## src/rtl/expr_chk_fifo.sv

```systemverilog
// expr_chk_fifo: synchronous FIFO holding golden vectors, with full/empty flags.
module expr_chk_fifo #(
   parameter int DEPTH = 4,
   parameter int W = 90
) (
   input  logic         clk,
   input  logic         reset,
   input  logic         push,
   input  logic [W-1:0] din,
   input  logic         pop,
   output logic [W-1:0] dout,
   output logic         full,
   output logic         empty
);
   localparam int AW = $clog2(DEPTH);
   logic [W-1:0] mem [DEPTH];
   logic [AW:0] wp, rp;
   assign dout = mem[rp[AW-1:0]];
   assign empty = wp == rp;
   assign full = (wp[AW] != rp[AW]) && (wp[AW-1:0] == rp[AW-1:0]);
   always_ff @(posedge clk)
      if (push) mem[wp[AW-1:0]] <= din;
   always_ff @(posedge clk) begin
      if (reset) begin
         wp <= '0;
         rp <= '0;
      end else begin
         if (push) wp <= wp + 1'b1;
         if (pop) rp <= rp + 1'b1;
      end
   end
endmodule

```

## config.mk

```make
export PLATFORM = sky130hd
export DESIGN_NAME = expr_chk_fifo
export DESIGN_NICKNAME = d
export VERILOG_FILES = /design/src/rtl/expr_chk_fifo.sv
export SDC_FILE = /design/constraint.sdc
export NUM_CORES = 1
export LEC_CHECK = 0
export ABC_AREA = 1
export BUFFER_PORTS_ARGS = -buffer_cell sky130_fd_sc_hd__clkbuf_2
export CORE_MARGIN = 2
export CORE_UTILIZATION = 60
export CTS_CLUSTER_DIAMETER = 60
export DETAILED_ROUTE_END_ITERATION = 10
export GPL_TIMING_DRIVEN = 0
export PLACE_DENSITY = 0.82
export SLEW_MARGIN = 30
export SYNTH_ARGS = -nofsm -noshare
export SYNTH_HDL_FRONTEND = slang
export SYNTH_SLANG_ARGS = --single-unit
export TNS_END_PERCENT = 50
```

## constraint.sdc

```tcl
create_clock -name clk -period 8.7 [get_ports clk]
set_input_delay 1.74 -clock clk [delete_from_list [all_inputs] [get_ports clk]]
set_output_delay 1.74 -clock clk [all_outputs]
set_load 0.03 [all_outputs]
```

* Word-level counts from Yosys, hierarchy flattened
Memory sizes are Yosys's and may differ from the RTL's. A register that Yosys moved wholly into a read port is not among the register bits. Index checks and enable logic that the tools add are counted.
Word-level totals: flip-flop bits (word level) 6, RAM bits 360, input port bits 94, output and inout port bits 92, memories kept 1
Memories:
- mem | words 4, bits a word 90, read ports 1, clocked after memory_dff 1, wr ports 1, line 16 | logic [W-1:0] mem [DEPTH];
Cells by class: add/subtract/negate cells 2, equal/unequal tests 3, multiplexer cells 4, reductions and logical operators 1
Operator list (number):
- adder 3 x 1 -> 3 bit (second input constant) | 2
- two-way mux 2 bit | 2
- equality test 3 bit | 1
- equality test 2 bit | 1
- two-way mux 1 bit | 2
- logical AND 1 bit | 1
- != test 1 bit | 1

* Longest topological paths before layout
Gate-level depths: netlist of run 1.
depth in word-level cells 3, depth in mapped cells 6, depth with buffers taken out 6

* Worst setup path before layout of run 1
No wires, ideal clock.
kind input port to flip-flop, start point input port push, end point memory mem[3][0], enable pin, setup time 0.445 ns, arrival 3.542 ns, required time 8.255 ns, setup slack 4.713 ns, cell stages on the path 2, path buffers 0, cells stage by stage nand2_1 > inv_1
Between the ends: cells in the longest elaborated chain, start to end 2
Ends and longest elaborated chain:
- from (decl) | line 8 | input logic push,
- two-way mux 1 bit | line 22 | if (push) mem[wp[AW-1:0]] <= din;
- two-way mux 1 bit (not written as such) | line 22
- to (decl) | line 16
No other way between the ends.

==> results of run 1 <==
cells in the final DEF, fill, tap and decap left out, types with 8 or more instances in the layout:
master | synthesis | final
buf_6 | 26 | 26
clkbuf_1 | 0 | 9
nand2_2 | 20 | 20
inv_1 | 191 | 187
o211ai_2 | 90 | 90
nand2_1 | 261 | 261
o211ai_1 | 90 | 90
dfxtp_1 | 8 | 8
buf_2 | 25 | 25
clkinv_1 | 0 | 9
edfxtp_1 | 360 | 360
clkbuf_16 | 0 | 41
clkbuf_2 | 0 | 185
metrics by stage:
step / hold slack [ps] / instances / utilization / instance area [µm²] / total power, µW
6_report: 521 / 1694 / 0.716 / 18000 / 4200
5_1_grt: 565 / 1692 / 0.716 / 18000 / 4350
4_1_cts: 526 / 1690 / 0.716 / 18000 / 4230
3_5_place_dp: 519 / 1622 / 0.668 / 16800 / 2700
3_3_place_gp: 499 / 1618 / 0.662 / 16600 / 2680
2_1_floorplan: 491 / 1103 / - / 15300 / 2490
cell families (layout without fill, tap and decap cells):
group	Yosys count	after routing
buffers and inverters	251	508
xor gates and xnor gates	3	3
adders and majority gates	5	5
DFF	368	368
AOI/OAI and AO/OA	187	187
other	0	4
and+or+nand+nor	289	289
final cells by class:
| class | instances | area share |
|---|---|---|
| Sequential cell | 368 | 0.610 |
| Multi-Input combinational cell | 484 | 0.170 |
| Clock buffer | 54 | 0.0620 |
| Timing Repair Buffer | 189 | 0.0576 |
| Inverter | 192 | 0.0412 |
| Buffer | 59 | 0.0302 |
| Tap cell | 330 | 0.0230 |
| Clock inverter | 14 | 0.00487 |
| Antenna cell | 4 | 0.000557 |
flip-flops by register name, indices dropped and copies added, names as in the netlist, named ones only:
signal and cells:
mem 360, rp 3, wp 3
power by group through the flow:
stage               sequential, µW  clock (µW)  combinational (µW)
floorplan                     2080           0                 408
global placement              2090           0                 595
detailed placement            2080           0                 618
CTS                           2050        1560                 621
global route                  2050        1640                 658
finish                        2050        1540                 615
worst paths after layout:
path | startpoint | endpoint | slack [ps] | depth (start not counted)
setup reg to reg | wp[1] | mem[3][69] | 6860 | 4
hold / removal | wp[2] | wp[2] | 520 | 2
hold reg to reg | wp[2] | wp[2] | 520 | 2
setup / recovery | flop | dout[46] | 4850 | 6
metal layers:
layer | wire, µm | track usage
met3 | 2300 | 0.0495
met2 | 16300 | 0.407
met4 | 716 | 0.0853
met5 | 12 | 0
met1 | 12900 | 0.314
worst reg2reg max path, stage by stage (launching register included):
cell and delay (ps):
dfxtp_1 410, ha_1 200, nand2_1 130, inv_6 330, buf_16 370
==> flow_summary_export.csv, run 1 <==
group,metric,value,unit
worst_setup_path,critPathKind,"flop to primary output",
cells_and_area,syn2layout_area_growth,17.5,%
cells_and_area,drive_gt1_frac,0.304,
grt,grt_pass1_vias,9235,
cts,cts_sinks,368,
yosys,yosys-top-cells-count,"360 x edfxtp_1, 261 x nand2_1, 191 x inv_1",
pwr,power.density,234,nW/µm²
yosys,synth_top_family_by_area,"compound AO/OA/AOI/OAI gates",
yosys,syn_area,15300,µm²
pwr,combPwrFrac,0.146,
yosys,yosys_warnings,0,
cts,htreeDepth,2,
sta,fin_ws,4850,ps
sta,clock_skew,15.2,ps
cells_and_area,multi_input_area,3060,µm²
sta,finalSetupTns,0,ps
yosys,synth.distinct_cells,18,
place,port_buffers,185,
cells_and_area,nets,1431,
floorplanning,die_x,164,µm
floorplanning,io-pin-count,186,
worst_setup_path,required,6960,ps
cts,cts_resized,0,
cts,cts_tree,"yes",
cts,path_clk_slew,60,ps
cells_and_area,register_area,11000,µm²
cts,cts_made_buffers,38,
yosys,synth_top_area_frac,0.707,
yosys,seq_area_frac_synth,0.717,
detailed_routing,drtPass1Iterations,7,
yosys,syn_inst,1103,
detailed_routing,postRouteAntennaNets,0,
yosys,yosys.area_share.simple,0.0743,
yosys,yosys.area_share.adder,0.00409,
yosys,synthXorXnorAreaFrac,0.00172,
sta,post-route-period-util,0.442,
hold_path,hold_path_class,"flop to flop",
sta,setup_viol,0,
cells_and_area,fill_cells,1656,
worst_setup_path,cpMaxStageDelayCell,"buf_2",
pwr,power_frac_clock,0.367,
grt,grt_pass1_wl,48.7,mm
yosys,synth_ff_type,"edfxtp_1",
worst_setup_path,worst_path_most_repeated_cell,"buf_2",
cts,insertion_delay,510,ps
cts,postCtsSetupRepairBufs,0,
yosys,async_flop_share,0,
grt,grt_max_degree,61,
grt,grt_usage,0.242,
run,drv_cap,0,
worst_setup_path,critPathLaunchType,"flop",
floorplanning,num_rows,58,
yosys,post-synth-top-area-cell,"edfxtp_1",
grt,antenna_found_initial,6,
pwr,p_int,3130,µW
yosys,synthTopCellsByArea,"edfxtp_1 71%, o211ai_2 7.4%, nand2_1 6.4%",
sta,worst_pin_slew,423,ps
pwr,peakVddDrop,0.000258,V
yosys,yosysMostFrequentCell,"edfxtp_1",
worst_setup_path,cp.buffers_inverters,4,
worst_setup_path,path_max_fanout,10,
floorplanning,die_h,164,µm
detailed_routing,first_iter_violations,709,
grt,grt_overflow,0,
cts,holdBufCountCts,0,
sta,hold_viol,0,
floorplanning,core_area,25100,µm²
detailed_routing,post-route-drc-count,0,
sta,rsz0062_at_grt,"no",
worst_setup_path,crit_chain,"buf_2 -> inv_2 -> buf_2 -> o211ai_1 -> nand2_1 -> clkbuf_2",
sta,min_period,3850,ps
run_status,outcome,"finished clean",
yosys,synth_mux_area_frac,0,
yosys,synth-edff-count,360,
pwr,pwr-share-seq,0.487,
worst_setup_path,critPathTopFamily,"buffers and inverters",
worst_setup_path,arrival,2110,ps
sta,maxSlewHeadroom,0.718,
place,globalplace.congestion,0.773,
floorplanning,fp.dieArea,26800,µm²
floorplanning,floorplan.initialDensity,0.609,
pwr,p_switching,1080,µW
worst_setup_path,crit_path_end_kind,"primary output",
sta,maxSlewViolCount,0,
yosys,synth_area_per_cell,13.9,µm²
cts,clockBufferDepth,3,
yosys,ys_ff_latch,368,
pwr,switching_share,0.256,
place,place_ws,5360,ps
sta,max_freq,0.260,GHz
detailed_routing,via_per_inst,5.33,
worst_setup_path,slowest_delay,300,ps
detailed_routing,via_count,9035,
place,dp_hpwl,19.3,mm
yosys,synth_compound_area_frac,0.120,
pwr,leakagePower,0.00710,µW
cts,cts_root_buffer,"clkbuf_16",
detailed_routing,routed_wl,32.2,mm
yosys,synth.net_count,1202,
detailed_routing,wl_per_cell,19.0,µm
Note: power is estimated with default switching activity, not from simulation.
==> run 2: changes to the inputs <==
--- a/config.mk
+++ b/config.mk
@@ -8,11 +8,11 @@
 export ABC_AREA = 1
 export BUFFER_PORTS_ARGS = -buffer_cell sky130_fd_sc_hd__clkbuf_2
 export CORE_MARGIN = 2
-export CORE_UTILIZATION = 60
+export CORE_UTILIZATION = 52
 export CTS_CLUSTER_DIAMETER = 60
 export DETAILED_ROUTE_END_ITERATION = 10
 export GPL_TIMING_DRIVEN = 0
-export PLACE_DENSITY = 0.82
+export PLACE_DENSITY = 0.75
 export SLEW_MARGIN = 30
 export SYNTH_ARGS = -nofsm -noshare
 export SYNTH_HDL_FRONTEND = slang
==> constraint.sdc (replaced) <==
create_clock -name clk -period 3.5 [get_ports clk]
set_input_delay 0.7 -clock clk [delete_from_list [all_inputs] [get_ports clk]]
set_output_delay 0.7 -clock clk [all_outputs]
set_load 0.03 [all_outputs]
==> run 2 against run 1 <==
Net effect:
- combinational power increased by 150%
- clock power increased to 2.6 times the previous value
- global-route usage decreased by 3.3 points
- first-iteration DRC count decreased by 10%
- count of clock-buffer cells in the layout decreased by 5
- highest routed layer unchanged
- power increased to 2.5 times the previous value
==> flow_summary_export.csv, run 2 (synthesis gave the netlist of run 1 again) <==
group,metric,value,unit
floorplanning,core_area,28900,µm²
cells_and_area,final_cell_mix,"360 x edfxtp_1, 261 x nand2_1, 187 x inv_1",
cells_and_area,fill_cells,2198,
cts,cts_sinks,368,
cts,cts_root_buffer,"clkbuf_16",
floorplanning,die_h,176,µm
sta,worst_pin_slew,591,ps
sta,min_period,2890,ps
floorplanning,floorplan.initialDensity,0.530,
cells_and_area,nets,1432,
cts,cts_made_buffers,39,
cts,cts_tree,"yes",
worst_setup_path,critPathKind,"flop to primary output",
detailed_routing,first_iter_violations,635,
cells_and_area,drive_gt1_frac,0.307,
floorplanning,io-pin-count,186,
pwr,peakVddDrop,0.000502,V
cells_and_area,final_common_cell,"edfxtp_1",
cells_and_area,finalNonFillerCells,1744,
grt,grt_usage,0.209,
place,globalplace.congestion,0.741,
sta,setup_viol,0,
place,dpl_cell_area,16800,µm²
grt,grt_max_degree,55,
cells_and_area,syn2layout_area_growth,18.1,%
cts,htreeDepth,2,
worst_setup_path,critPathLaunchType,"flop",
pwr,leakagePower,0.00710,µW
cts,postCtsSetupRepairBufs,0,
cts,path_clk_slew,60,ps
sta,clock_skew,24.8,ps
floorplanning,die_x,176,µm
worst_setup_path,path_max_fanout,10,
detailed_routing,routed_wl,32.3,mm
cells_and_area,utilization,0.626,
sta,rsz0062_at_grt,"no",
floorplanning,fp.dieArea,30800,µm²
detailed_routing,post-route-drc-count,0,
detailed_routing,via_count,8950,
grt,grt_pass1_vias,9056,
grt,grt_pass1_wl,48.7,mm
floorplanning,num_rows,62,
sta,holdWs,383,ps
cts,holdBufCountCts,0,
detailed_routing,postRouteAntennaNets,0,
sta,hold_viol,0,
place,dp_hpwl,19.5,mm
place,dp_cells,1676,
cts,cts_resized,0,
pwr,power.total,10600,µW
sta,maxSlewHeadroom,0.606,
run_status,outcome,"finished clean",
cells_and_area,largest_register_ffs,360,
sta,max_freq,0.346,GHz
worst_setup_path,required,2800,ps
sta,post-route-period-util,0.826,
run,drv_cap,0,
detailed_routing,via_per_inst,5.13,
detailed_routing,wl_per_cell,18.5,µm
pwr,power.density,586,nW/µm²
cts,clockBufferDepth,3,
detailed_routing,drtPass1Iterations,6,
cells_and_area,stdcell_area,18100,µm²
place,port_buffers,185,
worst_setup_path,crit_path_end_kind,"primary output",
hold_path,hold_path_class,"primary input to flop",
sta,maxSlewViolCount,0,
worst_setup_path,arrival,2190,ps
cts,insertion_delay,530,ps
grt,grt_overflow,0,
grt,antenna_found_initial,4,
-- run 2: cell count changes in the layout (fill, tap and decap cells not counted), moves of 2 or more --
cell	previous run	this run
diode_2	4	2
bufinv_16	1	4
clkbuf_8	4	2
clkbuf_16	41	39
inv_6	4	7
clkinv_1	9	4
clkinvlp_4	0	2
-- run 2: routing by layer --
layer | GRT usage | routed length [µm] | vias up
met2 | 0.354 | 15800 | 267
met1 | 0.269 | 13400 | 4305
li1 | - | - | 4313
met5 | 0 | 28 | -
met3 | 0.0465 | 2020 | 61
met4 | 0.0702 | 933 | 4
-- run 2: through the flow --
step	setup TNS [ps]	setup slack [ps]
3_5_place_dp	0	1140
4_1_cts	0	561
6_report	0	610
3_3_place_gp	-349580	-1030
5_1_grt	0	485
2_1_floorplan	0	553
-- run 2: worst paths after layout --
path	startpoint	slack (ps)	end	cells after the start
hold / removal	din[27]	380	mem[3][27]	1
setup reg to reg	wp[0]	1680	mem[0][82]	5
hold reg to reg	wp[2]	550	wp[2]	2
setup / recovery	flop	610	dout[49]	6
-- run 2: worst max-delay path: stages (launching register included) --
cell	delay, ps
dfxtp_1	300
buf_2	230
inv_2	300
buf_2	320
o211ai_1	130
nand2_1	140
clkbuf_2	230
-- run 2: cell type report --
cell class,count,area (µm²),share of cell area
Antenna cell,2,5.00,0.000277
Buffer,59,543,0.0301
Clock buffer,49,1030,0.0572
Clock inverter,17,196,0.0109
Inverter,192,741,0.0410
Multi-Input combinational cell,484,3060,0.169
Sequential cell,368,11000,0.607
Tap cell,384,480,0.0266
Timing Repair Buffer,189,1040,0.0573
-- run 2: report_power, final --
| group | internal (µW) | leakage (µW) | switching (µW) |
|---|---|---|---|
| combinational | 453 | 0.00314 | 1080 |
| clock | 2380 | 0.000597 | 1580 |
| sequential | 5040 | 0.00337 | 48.3 |
